### src/rtl/mips_pkg.sv
// Shared MIPS constants: immediate-type opcodes, extender modes, and the packer's
// state and constant-class encodings.
package mips_pkg;

  localparam logic [5:0] OP_ADDIU = 6'b001001;
  localparam logic [5:0] OP_ORI   = 6'b001101;
  localparam logic [5:0] OP_LUI   = 6'b001111;

  localparam logic [1:0] EOP_SIGN  = 2'b00;
  localparam logic [1:0] EOP_ZERO  = 2'b01;
  localparam logic [1:0] EOP_UPPER = 2'b10;

  typedef enum logic [1:0] {
    ST_EMPTY  = 2'd0,
    ST_SINGLE = 2'd1,
    ST_FIRST  = 2'd2
  } pack_state_e;

  typedef enum logic [1:0] {
    CLS_SIGN  = 2'd0,
    CLS_ZERO  = 2'd1,
    CLS_UPPER = 2'd2,
    CLS_PAIR  = 2'd3
  } imm_cls_e;

endpackage

### src/rtl/imm_classify.sv
// Picks the shortest materialisation class for a 32-bit constant; the first
// matching class wins, so zero lands in the sign-extended addiu class.
module imm_classify
  import mips_pkg::*;
(
  input  logic [31:0] value,
  output imm_cls_e    cls
);

  logic sign_fit;

  assign sign_fit = (&value[31:15]) || ~(|value[31:15]);

  always_comb begin
    cls = CLS_PAIR;
    if (sign_fit)
      cls = CLS_SIGN;
    else if (value[31:16] == 16'h0000)
      cls = CLS_ZERO;
    else if (value[15:0] == 16'h0000)
      cls = CLS_UPPER;
  end

endmodule

### src/rtl/imm_packer.sv
// One-entry registered stage turning a constant plus destination register into
// one or two MIPS instructions (addiu/ori/lui, or lui+ori), each tagged with its EOp.
module imm_packer
  import mips_pkg::*;
(
  input  logic        clk,
  input  logic        reset,
  input  logic        in_valid,
  output logic        in_ready,
  input  logic [31:0] in_value,
  input  logic [4:0]  in_rt,
  output logic        out_valid,
  input  logic        out_ready,
  output logic [31:0] out_instr,
  output logic [1:0]  out_eop,
  output logic        out_last
);

  pack_state_e state_p0;
  logic [15:0] lo_p0;
  logic [4:0]  rt_p0;

  imm_cls_e    cls;
  logic        accept;
  logic [31:0] nxt_instr;
  logic [1:0]  nxt_eop;
  logic        nxt_last;
  pack_state_e nxt_state;

  imm_classify u_classify (
    .value (in_value),
    .cls   (cls)
  );

  assign in_ready = (state_p0 == ST_EMPTY) || ((state_p0 == ST_SINGLE) && out_ready);
  assign accept   = in_valid && in_ready;

  // First beat for the constant currently offered on the input side.
  always_comb begin
    nxt_instr = {OP_ADDIU, 5'd0, in_rt, in_value[15:0]};
    nxt_eop   = EOP_SIGN;
    nxt_last  = 1'b1;
    nxt_state = ST_SINGLE;
    case (cls)
      CLS_SIGN: begin
        nxt_instr = {OP_ADDIU, 5'd0, in_rt, in_value[15:0]};
        nxt_eop   = EOP_SIGN;
      end
      CLS_ZERO: begin
        nxt_instr = {OP_ORI, 5'd0, in_rt, in_value[15:0]};
        nxt_eop   = EOP_ZERO;
      end
      CLS_UPPER: begin
        nxt_instr = {OP_LUI, 5'd0, in_rt, in_value[31:16]};
        nxt_eop   = EOP_UPPER;
      end
      default: begin
        nxt_instr = {OP_LUI, 5'd0, in_rt, in_value[31:16]};
        nxt_eop   = EOP_UPPER;
        nxt_last  = 1'b0;
        nxt_state = ST_FIRST;
      end
    endcase
  end

  // Output register stage; reset drops both a held beat and any pending ori half.
  always_ff @(posedge clk) begin
    if (reset) begin
      state_p0  <= ST_EMPTY;
      out_valid <= 1'b0;
      out_instr <= 32'd0;
      out_eop   <= EOP_SIGN;
      out_last  <= 1'b0;
    end else begin
      case (state_p0)
        ST_FIRST: begin
          if (out_ready) begin
            out_instr <= {OP_ORI, rt_p0, rt_p0, lo_p0};
            out_eop   <= EOP_ZERO;
            out_last  <= 1'b1;
            state_p0  <= ST_SINGLE;
          end
        end
        default: begin
          if (accept) begin
            out_valid <= 1'b1;
            out_instr <= nxt_instr;
            out_eop   <= nxt_eop;
            out_last  <= nxt_last;
            state_p0  <= nxt_state;
            lo_p0     <= in_value[15:0];
            rt_p0     <= in_rt;
          end else if ((state_p0 == ST_SINGLE) && out_ready) begin
            out_valid <= 1'b0;
            state_p0  <= ST_EMPTY;
          end
        end
      endcase
    end
  end

endmodule

### config.mk
export PLATFORM = sky130hd
export DESIGN_NAME = imm_packer
export DESIGN_NICKNAME = d
export VERILOG_FILES = /design/src/rtl/mips_pkg.sv /design/src/rtl/imm_classify.sv /design/src/rtl/imm_packer.sv
export SDC_FILE = /design/constraint.sdc
export NUM_CORES = 1
export LEC_CHECK = 0
export CAP_MARGIN = 20
export CORE_ASPECT_RATIO = 1.5
export CORE_MARGIN = 4
export CORE_UTILIZATION = 31
export DETAILED_ROUTE_END_ITERATION = 10
export GPL_ROUTABILITY_DRIVEN = 0
export SLEW_MARGIN = 20
export SYNTH_ARGS = -nofsm -noshare
export SYNTH_HDL_FRONTEND = slang
export SYNTH_SLANG_ARGS = --single-unit
### constraint.sdc
create_clock -name clk -period 6.6 [get_ports clk]
set_input_delay 1.32 -clock clk [delete_from_list [all_inputs] [get_ports clk]]
set_output_delay 1.32 -clock clk [all_outputs]
set_load 0.02 [all_outputs]
## Yosys cells after proc, flatten, opt, wreduce, memory -nomap -nowiden

Index checks and enable logic that the tools add are counted.
Widths: inputs -> output; s select.

| word-level totals | value |
|---|---|
| register bits after elaboration | 59 |
| bits of input ports | 41 |
| output and inout bits | 37 |
| word-level logic and storage cells | 54 |

| operators by class | value |
|---|---|
| eq/ne operators | 5 |
| muxes and demuxes | 21 |
| bitwise logic cells | 3 |
| reduce and logical (&&, ||, !) cells | 18 |

Operator list:

| kind | number |
|---|---|
| $mux 32 | 3 |
| $pmux 29 s2 | 1 |
| $logic_not 16->1 | 2 |
| $mux 2 | 9 |
| $reduce_and 17->1 | 1 |
| $reduce_or 17->1 | 1 |
| $mux 1 | 7 |
| $reduce_and 2->1 | 3 |
| $eq 2x1->1 const B | 2 |
| $eq 2x2->1 const B | 2 |
| $logic_not 2->1 | 2 |
| $pmux 2 s2 | 1 |
| $reduce_bool 2->1 | 2 |
| $not 1->1 | 3 |
| $reduce_and 3->1 | 1 |
| $reduce_bool 3->1 | 1 |
| $reduce_or 3->1 | 1 |
| $logic_and 1x1->1 | 2 |
| $logic_or 1x1->1 | 2 |
| $ne 2x2->1 const B | 1 |

## Depth between registers and ports, before layout

Gate-level depths: netlist of run 1.

| logic depth | value |
|---|---|
| depth in word-level cells | 9 |
| mapped depth | 7 |
| depth with buffers taken out | 5 |

## Modules after synthesis

From an unflattened synthesis of run 1, not the netlist that was laid out.

| unflattened totals | value |
|---|---|
| cell total of the unflattened synthesis | 247 |
| area, all modules | 2671.3 µm² |

By module, submodules not included:

| module | instances | cells an instance | area each (µm²) | sequential area each (µm²) |
|---|---|---|---|---|
| imm_packer | 1 | 228 | 2522.4 | 1311.3 |
| imm_classify | 1 | 19 | 148.9 | 0.0 |

## Worst setup path after synthesis of run 1

No wires, ideal clock.

| timing | value |
|---|---|
| path kind | in2reg |
| start point | in reset |
| end point | reg lo_p0[0], enable pin |
| setup time | 0.399 ns |
| data arrival time | 2.583 ns |
| required time | 6.201 ns |
| path slack | 3.618 ns |
| stages | 3 |
| path buffers | 2 |
| cells stage by stage | clkbuf_8 clkbuf_1 nor2_1 |

| on the way | value |
|---|---|
| word-level cells in the longest chain between the ends | 2 |

Ends and longest elaborated chain:

| item | RTL line | source |
|---|---|---|
| start: declaration | imm_packer.sv:7 | `input logic reset,` |
| $not 1->1 (no line) | - |  |
| $reduce_and 3->1 (no line) | - |  |
| end signal: assignment | imm_packer.sv:91 | `lo_p0 <= in_value[15:0];` |
| end: declaration | imm_packer.sv:20 | `logic [15:0] lo_p0;` |

No other way between the ends.
A chain may end at the register's enable or synchronous reset.

## Worst setup path after layout of run 1

| timing | value |
|---|---|
| start point | in out_ready |
| end point | out in_ready |

| on the way | value |
|---|---|
| word-level cells in the longest chain between the ends | 2 |

Ends and longest elaborated chain:

| item | RTL line | source |
|---|---|---|
| start: declaration | imm_packer.sv:13 | `input logic out_ready,` |
| $logic_and 1x1->1 | imm_packer.sv:35 | `assign in_ready = (state_p0 == ST_EMPTY) \|\| ((state_p0 == ST_SINGLE) && out_ready);` |
| $logic_or 1x1->1 | imm_packer.sv:35 |  |
| end: declaration | imm_packer.sv:9 | `output logic in_ready,` |

No other way between the ends.

==> results of run 1 <==
-- cells in the mapped netlist, drive strengths merged --
| cell | number |
|---|---|
| nor2b | 3 |
| inv | 2 |
| nor2 | 21 |
| a221oi | 14 |
| a32oi | 1 |
| nand2 | 31 |
| a311oi | 6 |
| nand2b | 3 |
| edfxtp | 21 |
| nor3 | 2 |
| clkbuf | 7 |
| dfxtp | 34 |
| o221ai | 1 |
| nand4 | 4 |
| buf | 15 |
| o21ai | 15 |
| nand3 | 5 |
| a31o | 1 |
| a22oi | 2 |
| conb | 1 |
| a221o | 1 |
| and2 | 1 |
| and3 | 1 |
| a22o | 1 |
| a21oi | 11 |
| nor4 | 9 |
| o22ai | 1 |
| a211oi | 3 |
| mux2i | 14 |
| and4 | 1 |
-- area by class of cell --
type | instances | area share (%)
clock buffers | 7 | 3.87
repair buffers | 80 | 23.1
clock inverters | 1 | 0.876
well taps | 105 | 3.83
multi-input cells | 154 | 29.9
inverters | 2 | 0.219
flip-flops and latches | 55 | 38.2
-- registers in the layout, summed over array words and instances (netlist names) --
name,count
lo_p0,16
out_eop,1
out_instr,29
out_last,1
out_valid,1
rt_p0,5
state_p0,2
-- layer usage --
metal	vias up	GRT usage, %	share of wire, %
met5	-	0	0
met3	7	2.59	4.8
li1	992	-	-
met4	0	4.05	1.4
met1	969	18.0	41
met2	59	25.7	53
-- report_power, final --
part           leakage, nW  switching, W  total [W]  internal (W)
clock network       0.0781      0.000112   0.000292      0.000180
logic                0.690      0.000113   0.000205     0.0000924
registers            0.475     0.0000147   0.000397      0.000382
-- final timing paths --
kind,startpoint,endpoint,slack [ps],depth (start not counted)
hold / removal,out_instr[25],out_instr[25],450,2
setup / recovery,out_ready,in_ready,2510,4
hold reg to reg,out_instr[25],out_instr[25],450,2
setup reg to reg,state_p0[1],out_instr[8],4410,5
-- kinds of logic after synthesis --
logic type,Yosys count,synth area share [%]
and+or+nand+nor,81,15.4
other,1,0.149
AOI/OAI and AO/OA,57,19.3
muxes,14,5.56
DFF,55,52.0
buffers and inverters,24,7.59
-- metrics by stage --
stage / setup slack (ps) / instances
after floorplan: 3620 / 233
after global placement: 2520 / 395
after detailed placement: 2490 / 395
after CTS: 2500 / 403
after global routing: 2440 / 404
final: 2510 / 404
-- critical path, delay by kind of cell --
family / cells / cell delay, ps
buffers and inverters: 2 / 1240
and+or+nand+nor: 2 / 210
==> impl_metrics.py, run 1 <==
metrics = {
    "run_status": {
        "run_status": "finished clean",
    },
    "global_route": {
        "grt_pass1_wl_um": 11000,
        "grt_pass1_vias": 2138,
        "overflow": 0,
        "antenna_found_initial": 0,
        "grt_start_max_net_pins": 36,
        "grt.total_usage_pct": 14.7,
    },
    "timing": {
        "fin_setup_tns_ps": 0,
        "finalCritPeriodShare_pct": 62.0,
        "fin_crit_ps": 4090,
        "rsz0062_at_grt": "false",
        "slew_violations": 0,
        "max_slew_margin_pct": 41.6,
        "tightest_slew_ps": 875,
        "holdWs_ps": 453,
        "setup_violations": 0,
        "skew_ps": 10.8,
        "finalHoldViolCount": 0,
        "fmax_mhz": 245,
    },
    "synth": {
        "post_synth_main_area_contributors": "dfxtp_1 27%, edfxtp_1 25%, a221oi_2 6.6%",
        "synth_seq_cells": 55,
        "ys_types": 40,
        "synthCells": 232,
        "netlist_area_um2": 2520,
        "seq_area_frac_synth_pct": 52.0,
        "syn_area_per_cell_um2": 10.9,
        "synth_top_area_share_pct": 27.0,
        "synth.largest_area_cell": "dfxtp_1",
        "yosysWarnings": 0,
    },
    "drt": {
        "drtIter0Drc": 84,
        "drc": 0,
        "via_per_inst": 5.02,
        "antenna_left": 0,
        "firstDrtPassIters": 4,
        "vias": 2027,
        "routed_wl_um": 6840,
        "routedWlPerCell_um": 16.9,
    },
    "cells_and_area": {
        "layout-drive-gt1-share_pct": 10.4,
        "fin_util_pct": 43.1,
        "fill_cells": 760,
        "nNetsFinal": 339,
        "area_growth_syn_to_layout_pct": 36.0,
        "diodes": 0,
        "most-common-layout-cells": "74 x clkdlybuf4s50_1, 34 x dfxtp_1, 31 x nand2_1",
        "multiInputGateArea_um2": 1020,
        "fin_area_um2": 3430,
        "final_common_cell": "clkdlybuf4s50_1",
        "seq_area_um2": 1310,
    },
    "floorplanning": {
        "die_x_um": 81.6,
        "rows": 40,
        "io_pins": 78,
        "coreArea_um2": 7960,
        "die_h_um": 118,
        "dieArea_um2": 9670,
        "initial_core_util_pct": 31.7,
    },
    "power": {
        "p_total_w": 0.000894,
        "power_density_nw_per_um2": 261,
        "p_leak_nw": 1.24,
        "peakVddDrop_uv": 115,
    },
    "placement": {
        "dpl.hpwl_um": 4910,
        "portBuffers": 75,
        "dpl_cell_area_um2": 3250,
    },
    "setup_path": {
        "crit_required_ps": 5280,
        "cp_slowest_stage_delay_ps": 630,
        "cp_common_cell": "clkdlybuf4s50_1",
        "criticalPathCategory": "input port to output pin",
        "cp_cell_sequence": "clkdlybuf4s50_1 -> nor2b_1 -> nor2_1 -> clkdlybuf4s50_1",
        "crit_fanout": 7,
        "critical_path.startpoint_type": "input port",
        "crit_path_top_delay_cell": "clkdlybuf4s50_1",
        "worstPathArrival_ps": 2770,
        "cp-end-kind": "output pin",
    },
    "clock_tree": {
        "clockRootBuffer": "clkbuf_16",
        "cts_hold_buffers": 0,
        "clock_sink_count": 55,
        "cts_setup_buffers": 0,
        "clk_pin_slew_ps": 60,
        "cts_tree": "built",
        "post_cts_resized": 0,
        "clk_latency_ps": 290,
        "htree_levels": 2,
        "cts_made_buffers": 5,
        "cts_buffer_depth": 2,
    },
    "flow_run": {
        "cap_violations": 0,
    },
    "worst_hold_path": {
        "hp-class": "flop to flop",
    },
}
(Power assumes the default switching activity.)
==> inputs of run 2 (changes only) <==
==> constraint.sdc (replaced) <==
create_clock -name clk -period 3.8 [get_ports clk]
set_input_delay 0.76 -clock clk [delete_from_list [all_inputs] [get_ports clk]]
set_output_delay 0.76 -clock clk [all_outputs]
set_load 0.02 [all_outputs]
==> impl_metrics.py, run 2 (synthesis gave the netlist of run 1 again) <==
metrics = {
    "cells_and_area": {
        "fill_cells": 768,
        "top_regs": "out_instr: 29 flops, lo_p0: 16 flops, rt_p0: 5 flops",
        "largest_reg_flops": 29,
        "fin_cells": 404,
        "diodes": 0,
        "largest_register": "out_instr",
        "area_growth_syn_to_layout_pct": 35.7,
        "layout-drive-gt1-share_pct": 10.7,
        "final_common_cell": "clkdlybuf4s50_1",
        "nNetsFinal": 339,
        "most-common-layout-cells": "74 x clkdlybuf4s50_1, 34 x dfxtp_1, 31 x nand2_1",
    },
    "global_route": {
        "grt_pass1_wl_um": 10700,
        "grt_pass1_vias": 2078,
        "grt_start_max_net_pins": 38,
        "antenna_found_initial": 0,
        "grt.total_usage_pct": 14.3,
        "overflow": 0,
    },
    "clock_tree": {
        "clk_pin_slew_ps": 70,
        "cts_hold_buffers": 0,
        "post_cts_resized": 0,
        "htree_levels": 2,
        "cts_made_buffers": 5,
        "cts_buffer_depth": 2,
        "clock_sink_count": 55,
        "cts_setup_buffers": 0,
        "cts_tree": "built",
        "clk_latency_ps": 290,
        "clockRootBuffer": "clkbuf_16",
    },
    "drt": {
        "routed.top_layer": "met4",
        "vias": 2043,
        "wl_met1_um": 2770,
        "drtIter0Drc": 98,
        "antenna_left": 0,
        "routedWlPerCell_um": 16.9,
        "firstDrtPassIters": 4,
        "via_per_inst": 5.06,
        "met2_length_um": 3560,
        "drc": 0,
        "routed_wl_um": 6810,
        "route.met3.wl_um": 424,
    },
    "timing": {
        "finalHoldViolCount": 0,
        "holdWs_ps": 456,
        "fmax_mhz": 337,
        "fin_crit_ps": 2960,
        "rsz0062_at_grt": "false",
        "slew_violations": 0,
        "finalCritPeriodShare_pct": 78.0,
        "skew_ps": 8.23,
        "setup_violations": 0,
        "fin_setup_tns_ps": 0,
        "max_slew_margin_pct": 44.1,
        "tightest_slew_ps": 838,
    },
    "flow_run": {
        "cap_violations": 0,
    },
    "power": {
        "p_total_w": 0.00154,
        "peakVddDrop_uv": 269,
        "power_density_nw_per_um2": 450,
        "p_leak_nw": 1.24,
    },
    "setup_path": {
        "cp_slowest_stage_delay_ps": 620,
        "cp_cell_sequence": "clkdlybuf4s50_1 -> nor2b_1 -> nor2_1 -> clkdlybuf4s50_1",
        "reg2reg_depth": 5,
        "criticalPathCategory": "input port to output pin",
        "rr_startpoint": "state_p0[1]",
        "r2r_end": "out_instr[0]",
        "cp_common_cell": "clkdlybuf4s50_1",
        "worstPathArrival_ps": 2200,
        "crit_path_top_delay_cell": "clkdlybuf4s50_1",
        "crit_buf_inv": 2,
        "critical_path.top_delay_family": "buffers and inverters",
        "crit_fanout": 7,
        "reg2reg_slack_ps": 1910,
        "cp-end-kind": "output pin",
        "setup.worst_path.start": "out_ready",
        "critical_path.startpoint_type": "input port",
        "crit_required_ps": 3040,
    },
    "floorplanning": {
        "io_pins": 78,
        "coreArea_um2": 7960,
        "die_h_um": 118,
        "rows": 40,
        "initial_core_util_pct": 31.7,
        "dieArea_um2": 9670,
        "die_x_um": 81.6,
    },
    "worst_hold_path": {
        "min_path_cells": 2,
        "holdPathEnd": "out_instr[23]",
        "holdCritStartpoint": "out_instr[23]",
        "hp-class": "flop to flop",
    },
    "run_status": {
        "run_status": "finished clean",
    },
    "placement": {
        "dpl.hpwl_um": 4870,
        "portBuffers": 75,
        "numPlacedInstances": 396,
    },
}
==> run 2: cell types whose count changed in the layout (fill, tap and decap cells not counted), sizes merged <==
cell,before,now
inv,2,3
bufinv,1,0
==> run 2: layout make-up <==
class | count | area (um2) | share of cell area [%]
Sequential cell | 55 | 1310 | 38.3
Multi-Input combinational cell | 154 | 1020 | 30.0
Timing Repair Buffer | 80 | 783 | 22.9
Clock buffer | 7 | 154 | 4.50
Tap cell | 105 | 131 | 3.84
Clock inverter | 1 | 8.76 | 0.256
Inverter | 2 | 7.51 | 0.219
==> run 2: report_power, final <==
group / leakage (nW) / internal (W) / switching (W)
logic: 0.687 / 0.000159 / 0.000194
registers: 0.475 / 0.000663 / 0.0000259
clock network: 0.0797 / 0.000288 / 0.000211
==> run 2: worst reg2reg max path, delay by kind of cell, from the launching register on <==
family	cells	cell delay (ps)
compound gates	3	690
buf+inv	1	340
simple gates	1	330
flops	1	440
==> run 2: per-stage QoR <==
stage                     utilization, %  setup WS, ps  area, um2
after global routing                43.0           757       3420
after CTS                           43.0           826       3420
final                               43.0           835       3420
after global placement              40.9           816       3260
after floorplan                        -          1380       2520
after detailed placement            40.9           793       3260
==> run 2: layer usage <==
metal / up-vias / track usage [%]
li1: 996 / -
met1: 962 / 17.0
met2: 80 / 25.2
met3: 5 / 3.35
met4: 0 / 3.85
met5: - / 0
==> run 2: how the worst max path moves through the flow <==
stage	slack, ps	depth (start not counted)	endpoint
floorplan	1380	3	lo_p0[0]
global placement	820	4	in_ready
detailed placement	790	7	out_instr[13]
CTS	830	4	in_ready
global route	760	4	in_ready
finish	840	4	in_ready
==> inputs of run 3 (changes only) <==
==> constraint.sdc (replaced) <==
create_clock -name clk -period 2.7 [get_ports clk]
set_input_delay 0.54 -clock clk [delete_from_list [all_inputs] [get_ports clk]]
set_output_delay 0.54 -clock clk [all_outputs]
set_load 0.02 [all_outputs]
==> impl_metrics.py, run 3 (synthesis gave the netlist of run 1 again) <==
metrics = {
    "worst_hold_path": {
        "holdCritStartpoint": "out_instr[22]",
        "holdPathEnd": "out_instr[22]",
        "min_path_cells": 2,
        "hp-class": "flop to flop",
    },
    "power": {
        "p_total_w": 0.00214,
        "switching_share_pct": 28.8,
        "peakVddDrop_uv": 252,
        "p_leak_nw": 1.31,
        "seq_power_share_pct": 45.4,
        "clkPwrFrac_pct": 30.5,
        "netSwitchingPower_w": 0.000615,
        "cell_internal_pwr_w": 0.00152,
        "power_density_nw_per_um2": 609,
        "p_comb_share_pct": 24.2,
    },
    "setup_path": {
        "reg2reg_depth": 6,
        "criticalPathCategory": "input port to flop",
        "cp_slowest_stage_delay_ps": 690,
        "critical_path.startpoint_type": "input port",
        "crit_required_ps": 2870,
        "rr_startpoint": "state_p0[1]",
        "crit_path_top_delay_cell": "a21oi_2",
        "crit_fanout": 15,
        "reg2reg_slack_ps": 890,
        "cp_cell_sequence": "clkdlybuf4s50_1 -> nor4_1 -> and4_2 -> a21oi_2 -> buf_4 -> mux2i_1 -> a221oi_2",
        "r2r_end": "out_instr[4]",
        "worstPathArrival_ps": 2680,
        "cp-end-kind": "flop",
    },
    "drt": {
        "vias": 2057,
        "routed_wl_um": 6760,
        "firstDrtPassIters": 4,
        "via_per_inst": 4.92,
        "drtIter0Drc": 106,
        "routedWlPerCell_um": 16.2,
        "antenna_left": 0,
        "drc": 0,
    },
    "clock_tree": {
        "cts_made_buffers": 5,
        "clockRootBuffer": "clkbuf_16",
        "htree_levels": 2,
        "cts_hold_buffers": 0,
        "clk_latency_ps": 290,
        "clk_pin_slew_ps": 70,
        "cts_tree": "built",
        "cts_buffer_depth": 2,
        "cts_setup_buffers": 0,
        "post_cts_resized": 0,
        "clock_sink_count": 55,
    },
    "global_route": {
        "antenna_found_initial": 0,
        "grt_busiest_layer": "met2",
        "grt_pass1_wl_um": 11000,
        "grt.total_usage_pct": 14.7,
        "grt_pass1_vias": 2176,
        "use_met1_pct": 17.4,
        "overflow": 0,
        "gr-usage-met3_pct": 3.05,
        "grt_util_met2_pct": 25.3,
        "grt_start_max_net_pins": 28,
    },
    "flow_run": {
        "cap_violations": 0,
    },
    "floorplanning": {
        "io_pins": 78,
        "initial_core_util_pct": 31.7,
        "die_x_um": 81.6,
        "coreArea_um2": 7960,
        "dieArea_um2": 9670,
        "rows": 40,
        "die_h_um": 118,
    },
    "timing": {
        "slew_violations": 0,
        "fmax_mhz": 398,
        "worst_slack_ps": 189,
        "rsz0062_at_grt": "false",
        "finalHoldViolCount": 0,
        "holdWs_ps": 452,
        "fin_crit_ps": 2510,
        "finalCritPeriodShare_pct": 93.0,
        "max_slew_margin_pct": 36.9,
        "tightest_slew_ps": 946,
        "skew_ps": 6.35,
        "setup_violations": 0,
    },
    "placement": {
        "place_ws_ps": -110,
        "portBuffers": 75,
        "dpl.hpwl_um": 5100,
    },
    "run_status": {
        "run_status": "finished clean",
    },
    "cells_and_area": {
        "final_common_cell": "clkdlybuf4s50_1",
        "diodes": 0,
        "nNetsFinal": 353,
        "area_growth_syn_to_layout_pct": 39.3,
        "fin_util_pct": 44.1,
        "top_regs": "out_instr: 29 flops, lo_p0: 16 flops, rt_p0: 5 flops",
        "layout-drive-gt1-share_pct": 15.0,
        "most-common-layout-cells": "74 x clkdlybuf4s50_1, 34 x dfxtp_1, 31 x nand2_1",
        "largest_register": "out_instr",
        "largest_reg_flops": 29,
    },
}
==> run 3: per-stage QoR <==
stage / instance area, um2 / TNS [ps] / instances
2_1_floorplan: 2520 / 0 / 233
4_1_cts: 3510 / 0 / 418
3_5_place_dp: 3360 / -430 / 410
6_report: 3510 / 0 / 418
3_3_place_gp: 3360 / -232 / 410
5_1_grt: 3510 / 0 / 418
==> run 3: critical path: cells and delay by family <==
| kind | cells | cell delay [ps] |
|---|---|---|
| buf+inv | 2 | 820 |
| compound gates | 2 | 760 |
| simple gates | 2 | 320 |
| mux | 1 | 230 |
==> run 3: final cells by class <==
cell class | instances | area (um2)
fill | 765 | 4450
sequential | 55 | 1310
multi-input combinational | 154 | 1020
timing repair buffer | 94 | 888
tap | 105 | 131
clock buffer | 5 | 125
clock inverter | 3 | 22.5
inverter | 2 | 7.51
==> run 3: how the worst max path moves through the flow <==
| stage | startpoint | to | slack, ps | cells after the start |
|---|---|---|---|---|
| after floorplan | reset | lo_p0[0] | 500 | 3 |
| after global placement | in_value[25] | out_instr[8] | -60 | 7 |
| after detailed placement | in_value[25] | out_instr[10] | -110 | 7 |
| after CTS | in_value[25] | out_instr[10] | 210 | 7 |
| after global routing | in_value[25] | out_instr[9] | 60 | 7 |
| final | in_value[25] | out_instr[7] | 190 | 7 |
==> run 3: layer usage <==
metal	vias up	share of wire, %
li1	1024	-
met1	951	42
met2	69	51
met3	13	4.9
met4	0	2.3
met5	-	0
==> run 3: power groups by stage <==
stage | Sequential [W] | Clock, W | Combinational [W]
after detailed placement | 0.000990 | 0 | 0.000521
after global placement | 0.000988 | 0 | 0.000519
after global routing | 0.000978 | 0.000705 | 0.000559
after floorplan | 0.00104 | 0 | 0.000235
after CTS | 0.000971 | 0.000672 | 0.000523
final | 0.000970 | 0.000651 | 0.000516
